===== src/rtl/prog_loader.sv =====
// prog_loader: receives a length-prefixed, checksummed program from a host and writes it into IMEM
module prog_loader #(
    parameter logic [7:0] HALT_WORD = 8'hF0,
    parameter int         DEPTH     = 16
) (
    input  logic       clk,
    input  logic       rst_n,
    input  logic       start,
    input  logic       in_valid,
    input  logic [7:0] in_data,
    output logic       in_ready,
    output logic       imem_we,
    output logic [3:0] imem_waddr,
    output logic [7:0] imem_wdata,
    output logic       cpu_rst_n,
    output logic       load_done,
    output logic       load_err
);
    localparam logic [2:0] IDLE  = 3'd0;
    localparam logic [2:0] HDR   = 3'd1;
    localparam logic [2:0] LOAD  = 3'd2;
    localparam logic [2:0] CHECK = 3'd3;
    localparam logic [2:0] PAD   = 3'd4;
    localparam logic [2:0] RUN   = 3'd5;
    localparam logic [2:0] ERROR = 3'd6;
    localparam logic [4:0] fullLen  = 5'(DEPTH);
    localparam logic [4:0] lastAddr = 5'(DEPTH - 1);

    logic [2:0] state, nextState;
    logic [4:0] cnt, len;
    logic [7:0] sum;
    logic       accept;

    assign in_ready = (state == HDR) || (state == LOAD) || (state == CHECK);
    assign accept   = in_valid && in_ready;

    // next-state decode; bytes only move the FSM when actually accepted
    always_comb begin
        nextState = state;
        case (state)
            IDLE:    nextState = start ? HDR : IDLE;
            HDR:     if (accept) nextState = (in_data != 8'd0 && in_data <= 8'(DEPTH)) ? LOAD : ERROR;
            LOAD:    if (accept && cnt + 5'd1 == len) nextState = CHECK;
            CHECK:   if (accept) nextState = (in_data != sum) ? ERROR : (len == fullLen) ? RUN : PAD;
            PAD:     nextState = (cnt == lastAddr) ? RUN : PAD;
            RUN:     nextState = start ? HDR : RUN;
            ERROR:   nextState = start ? HDR : ERROR;
            default: nextState = IDLE;
        endcase
    end

    // state, counters, registered IMEM write port and status outputs decoded from next state
    always_ff @(posedge clk) begin
        if (!rst_n) begin
            state      <= IDLE;
            cnt        <= 5'd0;
            sum        <= 8'd0;
            len        <= 5'd0;
            imem_we    <= 1'b0;
            imem_waddr <= 4'd0;
            imem_wdata <= 8'd0;
            cpu_rst_n  <= 1'b0;
            load_done  <= 1'b0;
            load_err   <= 1'b0;
        end else begin
            state     <= nextState;
            imem_we   <= 1'b0;
            cpu_rst_n <= nextState == RUN;
            load_done <= nextState == RUN;
            load_err  <= nextState == ERROR;
            if (state == HDR && accept) begin
                len <= in_data[4:0];
                cnt <= 5'd0;
                sum <= 8'd0;
            end
            if (state == LOAD && accept) begin
                imem_we    <= 1'b1;
                imem_waddr <= cnt[3:0];
                imem_wdata <= in_data;
                sum        <= sum + in_data;
                cnt        <= cnt + 5'd1;
            end
            if (state == PAD) begin
                imem_we    <= 1'b1;
                imem_waddr <= cnt[3:0];
                imem_wdata <= HALT_WORD;
                cnt        <= cnt + 5'd1;
            end
        end
    end
endmodule


===== config.mk =====
export PLATFORM = sky130hd
export DESIGN_NAME = prog_loader
export DESIGN_NICKNAME = d
export VERILOG_FILES = /design/src/rtl/prog_loader.sv
export SDC_FILE = /design/constraint.sdc
export NUM_CORES = 1
export LEC_CHECK = 0
export BUFFER_PORTS_ARGS = -buffer_cell sky130_fd_sc_hd__buf_2
export CAP_MARGIN = 20
export CORE_ASPECT_RATIO = 1.4
export CORE_MARGIN = 2
export CORE_UTILIZATION = 30
export DETAILED_ROUTE_END_ITERATION = 7
export GPL_TIMING_DRIVEN = 0
export RECOVER_POWER = 100
export SLEW_MARGIN = 5
export SYNTH_ARGS = -nofsm -noshare
export SYNTH_HDL_FRONTEND = slang
export SYNTH_SLANG_ARGS = --single-unit

===== constraint.sdc =====
create_clock -name clk -period 3.6 [get_ports clk]
set_input_delay 0.9 -clock clk [delete_from_list [all_inputs] [get_ports clk]]
set_output_delay 0.9 -clock clk [all_outputs]
set_load 0.03 [all_outputs]

# Yosys cells after proc, flatten, opt, wreduce, memory -nomap -nowiden
# Cells that the tools add are included.
[totals]
register_bits = 36
inputBits = 12
output_inout_bits = 17
wordCells = 61
[classes]
n_addsub = 2
order_cmp = 1
n_eq_ne = 12
muxes = 22
bitwise_logic = 1
reduce_logical = 13
[op_table]
columns = ["cell", "n"]
rows = [
  ["$mux W8", 4],
  ["$pmux W3 S7", 1],
  ["$mux W3", 6],
  ["$eq A3 B3 Y1 const B", 5],
  ["$mux W5", 3],
  ["$add A8 B8 Y8", 1],
  ["$le A8 B5 Y1 const B", 1],
  ["$mux W4", 2],
  ["$ne A8 B8 Y1", 1],
  ["$reduce_bool A8 Y1", 1],
  ["$eq A3 B2 Y1 const B", 2],
  ["$add A5 B1 Y5 const B", 1],
  ["$eq A5 B4 Y1 const B", 1],
  ["$eq A5 B5 Y1", 1],
  ["$eq A5 B5 Y1 const B", 1],
  ["$logic_and A1 B1 Y1", 5],
  ["$mux W1", 5],
  ["$reduce_bool A2 Y1", 2],
  ["$eq A3 B1 Y1 const B", 1],
  ["$logic_not A3 Y1", 1],
  ["$reduce_bool A3 Y1", 1],
  ["$logic_or A1 B1 Y1", 2],
  ["$mux W2", 1],
  ["$reduce_or A2 Y1", 1],
  ["$not A1 Y1", 1],
]

# Depth between registers and ports, before layout
# Gate-level depths: netlist of run 1.
[depth]
depth_word = 8
mapped_depth = 8
depth_no_buf = 8

# Worst setup path before layout of run 1
# OpenSTA, ideal clock, no wires.
[synth_path]
path_type = "in2reg"
start = "input port in_data[5]"
end = "register load_err"
setup_ns = 0.126
arrival_ns = 2.330
required_time_ns = 3.474
slack_ns = 1.145
stages = 6
path_buffers = 0
path_cell_list = "ha_1 > or4_1 > or3_1 > nor2_1 > o31a_1 > nor2_1"
[synth_between]
elab_chain_cells = 6
elab_cells_between_ends = 10
cone_classes = "order compare (1); eq/ne (2); mux (5); reduce/logical (2)"
[synth_lines]
columns = ["item", "line_no", "rtl"]
rows = [
  ["start: declaration", "10", "input logic [7:0] in_data,"],
  ["$le A8 B5 Y1 or $reduce_bool A8 Y1 (tied branches)", "42", "HDR: if (accept) nextState = (in_data != 8'd0 && in_data <= 8'(DEPTH)) ? LOAD : ERROR;"],
  ["$logic_and A1 B1 Y1", "42", ""],
  ["$mux W3 (2 in series)", "42", ""],
  ["$pmux W3 S7 (*)", "40", "case (state)"],
  ["$eq A3 B3 Y1 (*)", "70", "load_err <= nextState == ERROR;"],
  ["end signal: assignment", "64", "load_err <= 1'b0;"],
  ["end signal: assignment", "70", ""],
  ["end: declaration", "17", "output logic load_err"],
]
# Mark *: on every way between the ends. The rest lies on a longest branch, timed or not.
# A chain may end at the register's enable or synchronous reset.

# Final worst setup path of run 1
[layout_path]
start = "register state[0]"
end = "register cnt[3]"
[layout_between]
elab_chain_cells = 7
elab_cells_between_ends = 12
cone_classes = "eq/ne (4); mux (2); reduce/logical (6)"
[layout_lines]
columns = ["item", "line_no", "rtl"]
rows = [
  ["start: declaration", "29", "logic [2:0] state, nextState;"],
  ["start signal: assignment", "66", "state <= nextState;"],
  ["$eq A3 B1 Y1 or $eq A3 B2 Y1 (tied branches)", "34, 71, 76", ""],
  ["$logic_or A1 B1 Y1 (2 in series)", "34", "assign in_ready = (state == HDR) || (state == LOAD) || (state == CHECK);"],
  ["$logic_and A1 B1 Y1", "35", "assign accept = in_valid && in_ready;"],
  ["$logic_and A1 B1 Y1", "76", "if (state == LOAD && accept) begin"],
  ["$mux W5", "76", ""],
  ["$mux W5", "83", "if (state == PAD) begin"],
  ["end signal: assignment", "81", "cnt <= cnt + 5'd1;"],
  ["end signal: assignment", "87", "cnt <= cnt + 5'd1;"],
  ["end: declaration", "30", "logic [4:0] cnt, len;"],
]
# Several ways; a longest one is shown, not always the timed one.

==> impl_metrics.json, run 1 <==
{
  "grt_overflow_total": 0,
  "ys_warn_count": 0,
  "post-route-period-util_pct": 70.9,
  "vias": 1713,
  "clk_path_buf_depth": 2,
  "track_usage_pct": 14.2,
  "num-nets-final": 283,
  "netlist_area_um2": 1870,
  "synth_top_family_by_area": "simple AND/OR/NAND/NOR gates",
  "clk_transition_reported_paths_ns": 0.08,
  "die_h_um": 97.4,
  "portBuffers": 28,
  "ioPinCount": 29,
  "ys_seq_area_share_pct": 38.6,
  "fmax_mhz": 392,
  "h-tree-depth": 2,
  "min_path_type": "reg2reg",
  "initial_core_util_pct": 30.5,
  "fin_crit_ns": 2.55,
  "hold_viol": 0,
  "startpoint_type": "flip-flop",
  "final_antenna_net_count": 0,
  "setup_tns_ns": 0,
  "synth_compound_area_share_pct": 19.3,
  "grt_pass1_wl_um": 7730,
  "antenna_found_initial": 0,
  "slowest_delay_ns": 1.03,
  "crit_required_ns": 3.84,
  "critPathCaptureType": "flip-flop",
  "slew_headroom_pct": 13.0,
  "layout_commonest_cell": "nand2_1",
  "setup_viol": 0,
  "cts.sinks": 36,
  "cts_made_buffers": 5,
  "drt-initial-drc-count": 84,
  "drt-vias-per-instance": 5.13,
  "core-area_um2": 6130,
  "post-route-drc-count": 0,
  "path_class": "reg2reg",
  "firstDrtPassIters": 4,
  "p_per_area_nw_per_um2": 415,
  "grt_pass1_vias": 1630,
  "synth_xor_area_share_pct": 6.56,
  "maxCapViolCount": 0,
  "drive_gt1_share_pct": 6.87,
  "synth_cell_types": 47,
  "ir_drop_mv": 0.129,
  "wire_per_inst_um": 14.0,
  "fin_util_pct": 35.2,
  "ys_seq_elements": 36,
  "fill_cells": 696,
  "clock_skew_ns": 0.00540,
  "synth_edf_count": 0,
  "hpwl_um": 3570,
  "clkLatencyLatePin_ns": 0.29,
  "gp_congestion": 0.860,
  "post_cts_buffers": 0,
  "leakagePower_nw": 0.819,
  "postSynthAreaPerCell_um2": 8.27,
  "cts_root_buf": "clkbuf_8",
  "flow.area_growth_from_synthesis_pct": 15.3,
  "worstPathArrival_ns": 2.79,
  "die_x_um": 70.7,
  "drt-total-wl_um": 4690,
  "ys.flop_type": "dfxtp_1",
  "slowest_stage": "o21ai_0",
  "synth_nets": 248,
  "synthAdderAreaFrac_pct": 7.10,
  "cts_tree": "built",
  "dieArea_um2": 6890,
  "cts_hold_buf": 0,
  "cp_max_fo": 10,
  "cts_resized": 0,
  "cp_cell_sequence": "clkbuf_1 > nor2b_1 > o21ai_0 > nand2_1 > a21boi_0 > o21a_1",
  "async_flop_share_pct": 0,
  "worstMarginPinSlew_ns": 1.29,
  "rsz0062_at_grt": "no",
  "outcome": "completed",
  "rows": 34,
  "yosys.area_share.simple_pct": 24.5,
  "grt_max_degree": 12,
  "syn_inst": 226,
  "final_cell_mix": "nand2_1, dfxtp_1, clkbuf_1",
  "synth.area.mux_share_pct": 0.535,
  "antennaDiodeCount": 0,
  "final_max_slew_viol_count": 0
}
## per-stage QoR
stage	setup WS (ns)	hold WS (ns)	area (um2)	total power (W)	instances
2_1_floorplan	1.14	0.448	1870	0.000553	226
3_3_place_gp	0.857	0.438	2100	0.000604	326
4_1_cts	1.17	0.458	2190	0.000910	334
6_report	1.05	0.456	2160	0.000896	334
3_5_place_dp	0.865	0.447	2100	0.000606	326
5_1_grt	0.719	0.481	2160	0.000942	334
## synthesized netlist by cell type (2+ instances only)
| master | count | area [um2] |
|---|---|---|
| nand2_1 | 41 | 154 |
| nand3_1 | 8 | 40.0 |
| nand4_1 | 2 | 12.5 |
| or4_1 | 2 | 15.0 |
| a21oi_1 | 16 | 80.1 |
| nor2b_1 | 3 | 18.8 |
| nor2_1 | 16 | 60.1 |
| inv_1 | 3 | 11.3 |
| nand2b_1 | 2 | 12.5 |
| a21boi_1 | 4 | 30.0 |
| and2_0 | 2 | 12.5 |
| ha_1 | 9 | 113 |
| o22ai_1 | 3 | 18.8 |
| a21o_1 | 2 | 15.0 |
| xor2_1 | 7 | 61.3 |
| a22oi_1 | 5 | 37.5 |
| xnor2_1 | 7 | 61.3 |
| nor3_1 | 4 | 20.0 |
| a211oi_1 | 2 | 15.0 |
| and2_1 | 2 | 12.5 |
| or4b_1 | 2 | 20.0 |
| buf_2 | 4 | 20.0 |
| a31oi_1 | 2 | 12.5 |
| dfxtp_1 | 36 | 721 |
| o21ai_0 | 11 | 55.1 |
| clkbuf_1 | 7 | 26.3 |
| a21boi_0 | 4 | 30.0 |
## power breakdown
part           internal (W)  leakage, nW  switching (W)
Clock              0.000156       0.0445       0.000149
Sequential         0.000416        0.291      0.0000127
Combinational     0.0000537        0.484       0.000109
## registers in the layout (all words and copies together), names as in the netlist
name        count
imem_wdata      8
len             5
cnt             5
imem_we         1
sum             8
load_err        1
state           3
load_done       1
imem_waddr      4
## cells by family (layout without fill, tap and decap cells)
kind of cell    after synthesis  in the layout
mux                           1              1
compound gates               57             57
buf+inv                      15             51
fa+ha+maj                    10             10
xor+xnor                     14             14
simple gates                 93             93
flops                        36             36
## worst max-delay path: cells and delay by family, from the launching register on
| kind | cells | cell delay (ns) |
|---|---|---|
| compound gates | 3 | 1.42 |
| flops | 1 | 0.34 |
| buf+inv | 1 | 0.32 |
| simple gates | 2 | 0.43 |
## layer usage
metal	vias to the layer above	track usage [%]	part of all wire, %
met2	28	25.5	52
met1	813	15.9	43
met5	-	0	0
li1	865	-	-
met3	7	2.49	2.6
met4	0	6.10	2.3
## final cells by class
class / count / area [um2] / area share, %
repair buffers: 28 / 114 / 5.28
inverters: 3 / 11.3 / 0.522
well taps: 72 / 90.1 / 4.18
plain buffers: 12 / 51.3 / 2.38
clock buffers: 7 / 86.3 / 4.00
flip-flops and latches: 36 / 721 / 33.4
clock inverters: 1 / 7.51 / 0.348
multi-input cells: 175 / 1070 / 49.9
## worst paths after layout
kind,startpoint,to,slack [ns],cells after the start
worst min register to register,imem_waddr[0],imem_waddr[0],0.46,2
worst max-delay path,state[0],cnt[3],1.05,6
worst min-delay path,imem_waddr[0],imem_waddr[0],0.46,2
worst max register to register,state[0],cnt[3],1.05,6
(Power assumes the default switching activity.)
==> run 2: changes to the inputs <==
==> constraint.sdc (replaced) <==
create_clock -name clk -period 2.2 [get_ports clk]
set_input_delay 0.55 -clock clk [delete_from_list [all_inputs] [get_ports clk]]
set_output_delay 0.55 -clock clk [all_outputs]
set_load 0.03 [all_outputs]
==> impl_metrics.json, run 2 (synthesis results as in run 1) <==
{
  "num-nets-final": 283,
  "multi_input_area_um2": 1080,
  "r2r_setup_slack_ns": 0.21,
  "cts_tree": "built",
  "dieArea_um2": 6890,
  "portBuffers": 28,
  "h-tree-depth": 2,
  "final_cell_mix": "nand2_1, dfxtp_1, clkbuf_1",
  "crit_required_ns": 2.37,
  "post_cts_buffers": 0,
  "antenna_found_initial": 0,
  "post-route-drc-count": 0,
  "path_class": "in2reg",
  "core-area_um2": 6130,
  "gp_congestion": 0.860,
  "clkLatencyLatePin_ns": 0.29,
  "drt-vias-per-instance": 5.06,
  "vias": 1691,
  "hold_depth": 2,
  "largestRegisters": "imem_wdata x8, sum x8",
  "outcome": "completed",
  "r2r-end": "load_err",
  "die_x_um": 70.7,
  "hp-start": "imem_waddr[0]",
  "wire_per_inst_um": 14.0,
  "track_usage_pct": 14.2,
  "maxCapViolCount": 0,
  "fin_util_pct": 35.4,
  "cts_made_buffers": 5,
  "setup_viol": 0,
  "setup_tns_ns": 0,
  "rows": 34,
  "leakagePower_nw": 0.833,
  "cp_max_fo": 5,
  "hpwl_um": 3570,
  "cts_root_buf": "clkbuf_8",
  "final_antenna_net_count": 0,
  "clock_skew_ns": 0.00468,
  "cts.sinks": 36,
  "hold_end": "imem_waddr[0]",
  "ir_drop_mv": 0.211,
  "fmax_mhz": 477,
  "slew_headroom_pct": 44.2,
  "rr_startpoint": "sum[5]",
  "cp.depth": 7,
  "grt_max_degree": 12,
  "worstPathArrival_ns": 2.26,
  "critPathCaptureType": "flip-flop",
  "cts_hold_buf": 0,
  "post-route-period-util_pct": 95.2,
  "firstDrtPassIters": 4,
  "antennaDiodeCount": 0,
  "final_max_slew_viol_count": 0,
  "worstMarginPinSlew_ns": 0.831,
  "drive_gt1_share_pct": 8.78,
  "clk_transition_reported_paths_ns": 0.08,
  "grt_overflow_total": 0,
  "use_met3_pct": 2.49,
  "cts_resized": 0,
  "p_total_w": 0.00147,
  "grt_pass1_wl_um": 7730,
  "slowest_delay_ns": 0.53,
  "cp_common_cell": "nor2_1",
  "layout_commonest_cell": "nand2_1",
  "seq_area_um2": 721,
  "slowest_stage": "or4_1",
  "rsz0062_at_grt": "no",
  "critPathTopFamily": "simple AND/OR/NAND/NOR gates",
  "flow.area_growth_from_synthesis_pct": 15.9,
  "cp_cell_sequence": "clkbuf_2 > ha_1 > or4_1 > or3_1 > nor2_1 > o31a_1 > nor2_1",
  "fill_cells": 695,
  "drt-total-wl_um": 4680,
  "initial_core_util_pct": 30.5,
  "grtUsageMet1_pct": 15.9,
  "grt_pass1_vias": 1630,
  "use_met2_pct": 25.5,
  "critPathBufInv": 1,
  "hold_viol": 0,
  "clk_path_buf_depth": 2,
  "min_path_type": "reg2reg",
  "top_usage_layer": "met2",
  "drt-initial-drc-count": 82,
  "p_per_area_nw_per_um2": 677,
  "hold_ws_ns": 0.456,
  "startpoint_type": "input pin",
  "rr_worst_depth": 6,
  "ioPinCount": 29,
  "fin_crit_ns": 2.10,
  "die_h_um": 97.4
}
[run 2: layer usage]
metal  vias up  share of wire (%)
met5         -                  0
met4         0                2.8
met3         9                2.5
met2        24                 51
met1       793                 43
li1        865                  -
[run 2: metrics by stage]
stage / cell area [um2] / setup slack [ns] / cells
6_report: 2170 / 0.105 / 334
3_3_place_gp: 2100 / -0.193 / 326
5_1_grt: 2170 / 0.0158 / 334
4_1_cts: 2190 / 0.116 / 334
3_5_place_dp: 2100 / -0.185 / 326
2_1_floorplan: 1870 / 0.0948 / 226
[run 2: layout make-up]
cell class | instances | share of cell area, %
Clock buffer | 7 | 3.99
Buffer | 12 | 2.43
Sequential cell | 36 | 33.3
Multi-Input combinational cell | 175 | 49.9
Tap cell | 72 | 4.16
Clock inverter | 1 | 0.347
Inverter | 3 | 0.520
Timing Repair Buffer | 28 | 5.43
[run 2: worst reg2reg max path: cells and delay by family, from the launching register on]
| kind | cells | cell delay [ns] |
|---|---|---|
| adders and majority gates | 1 | 0.33 |
| DFF | 1 | 0.32 |
| and+or+nand+nor | 4 | 1.08 |
| AOI/OAI and AO/OA | 1 | 0.16 |
[run 2: report_power, final]
part | leakage [nW] | total [W] | internal [W] | switching (W)
logic | 0.497 | 0.000268 | 0.0000895 | 0.000178
registers | 0.291 | 0.000701 | 0.000680 | 0.0000207
clock network | 0.0445 | 0.000498 | 0.000255 | 0.000243
total | 0.833 | 0.00147 | 0.00102 | 0.000442
[run 2: worst max path at each step]
stage | startpoint | end | slack [ns]
finish | in_data[4] | load_err | 0.10
global route | in_data[4] | state[0] | 0.02
CTS | in_data[4] | load_err | 0.12
detailed placement | in_data[4] | load_err | -0.18
global placement | in_data[4] | load_err | -0.19
floorplan | in_data[5] | load_err | 0.09
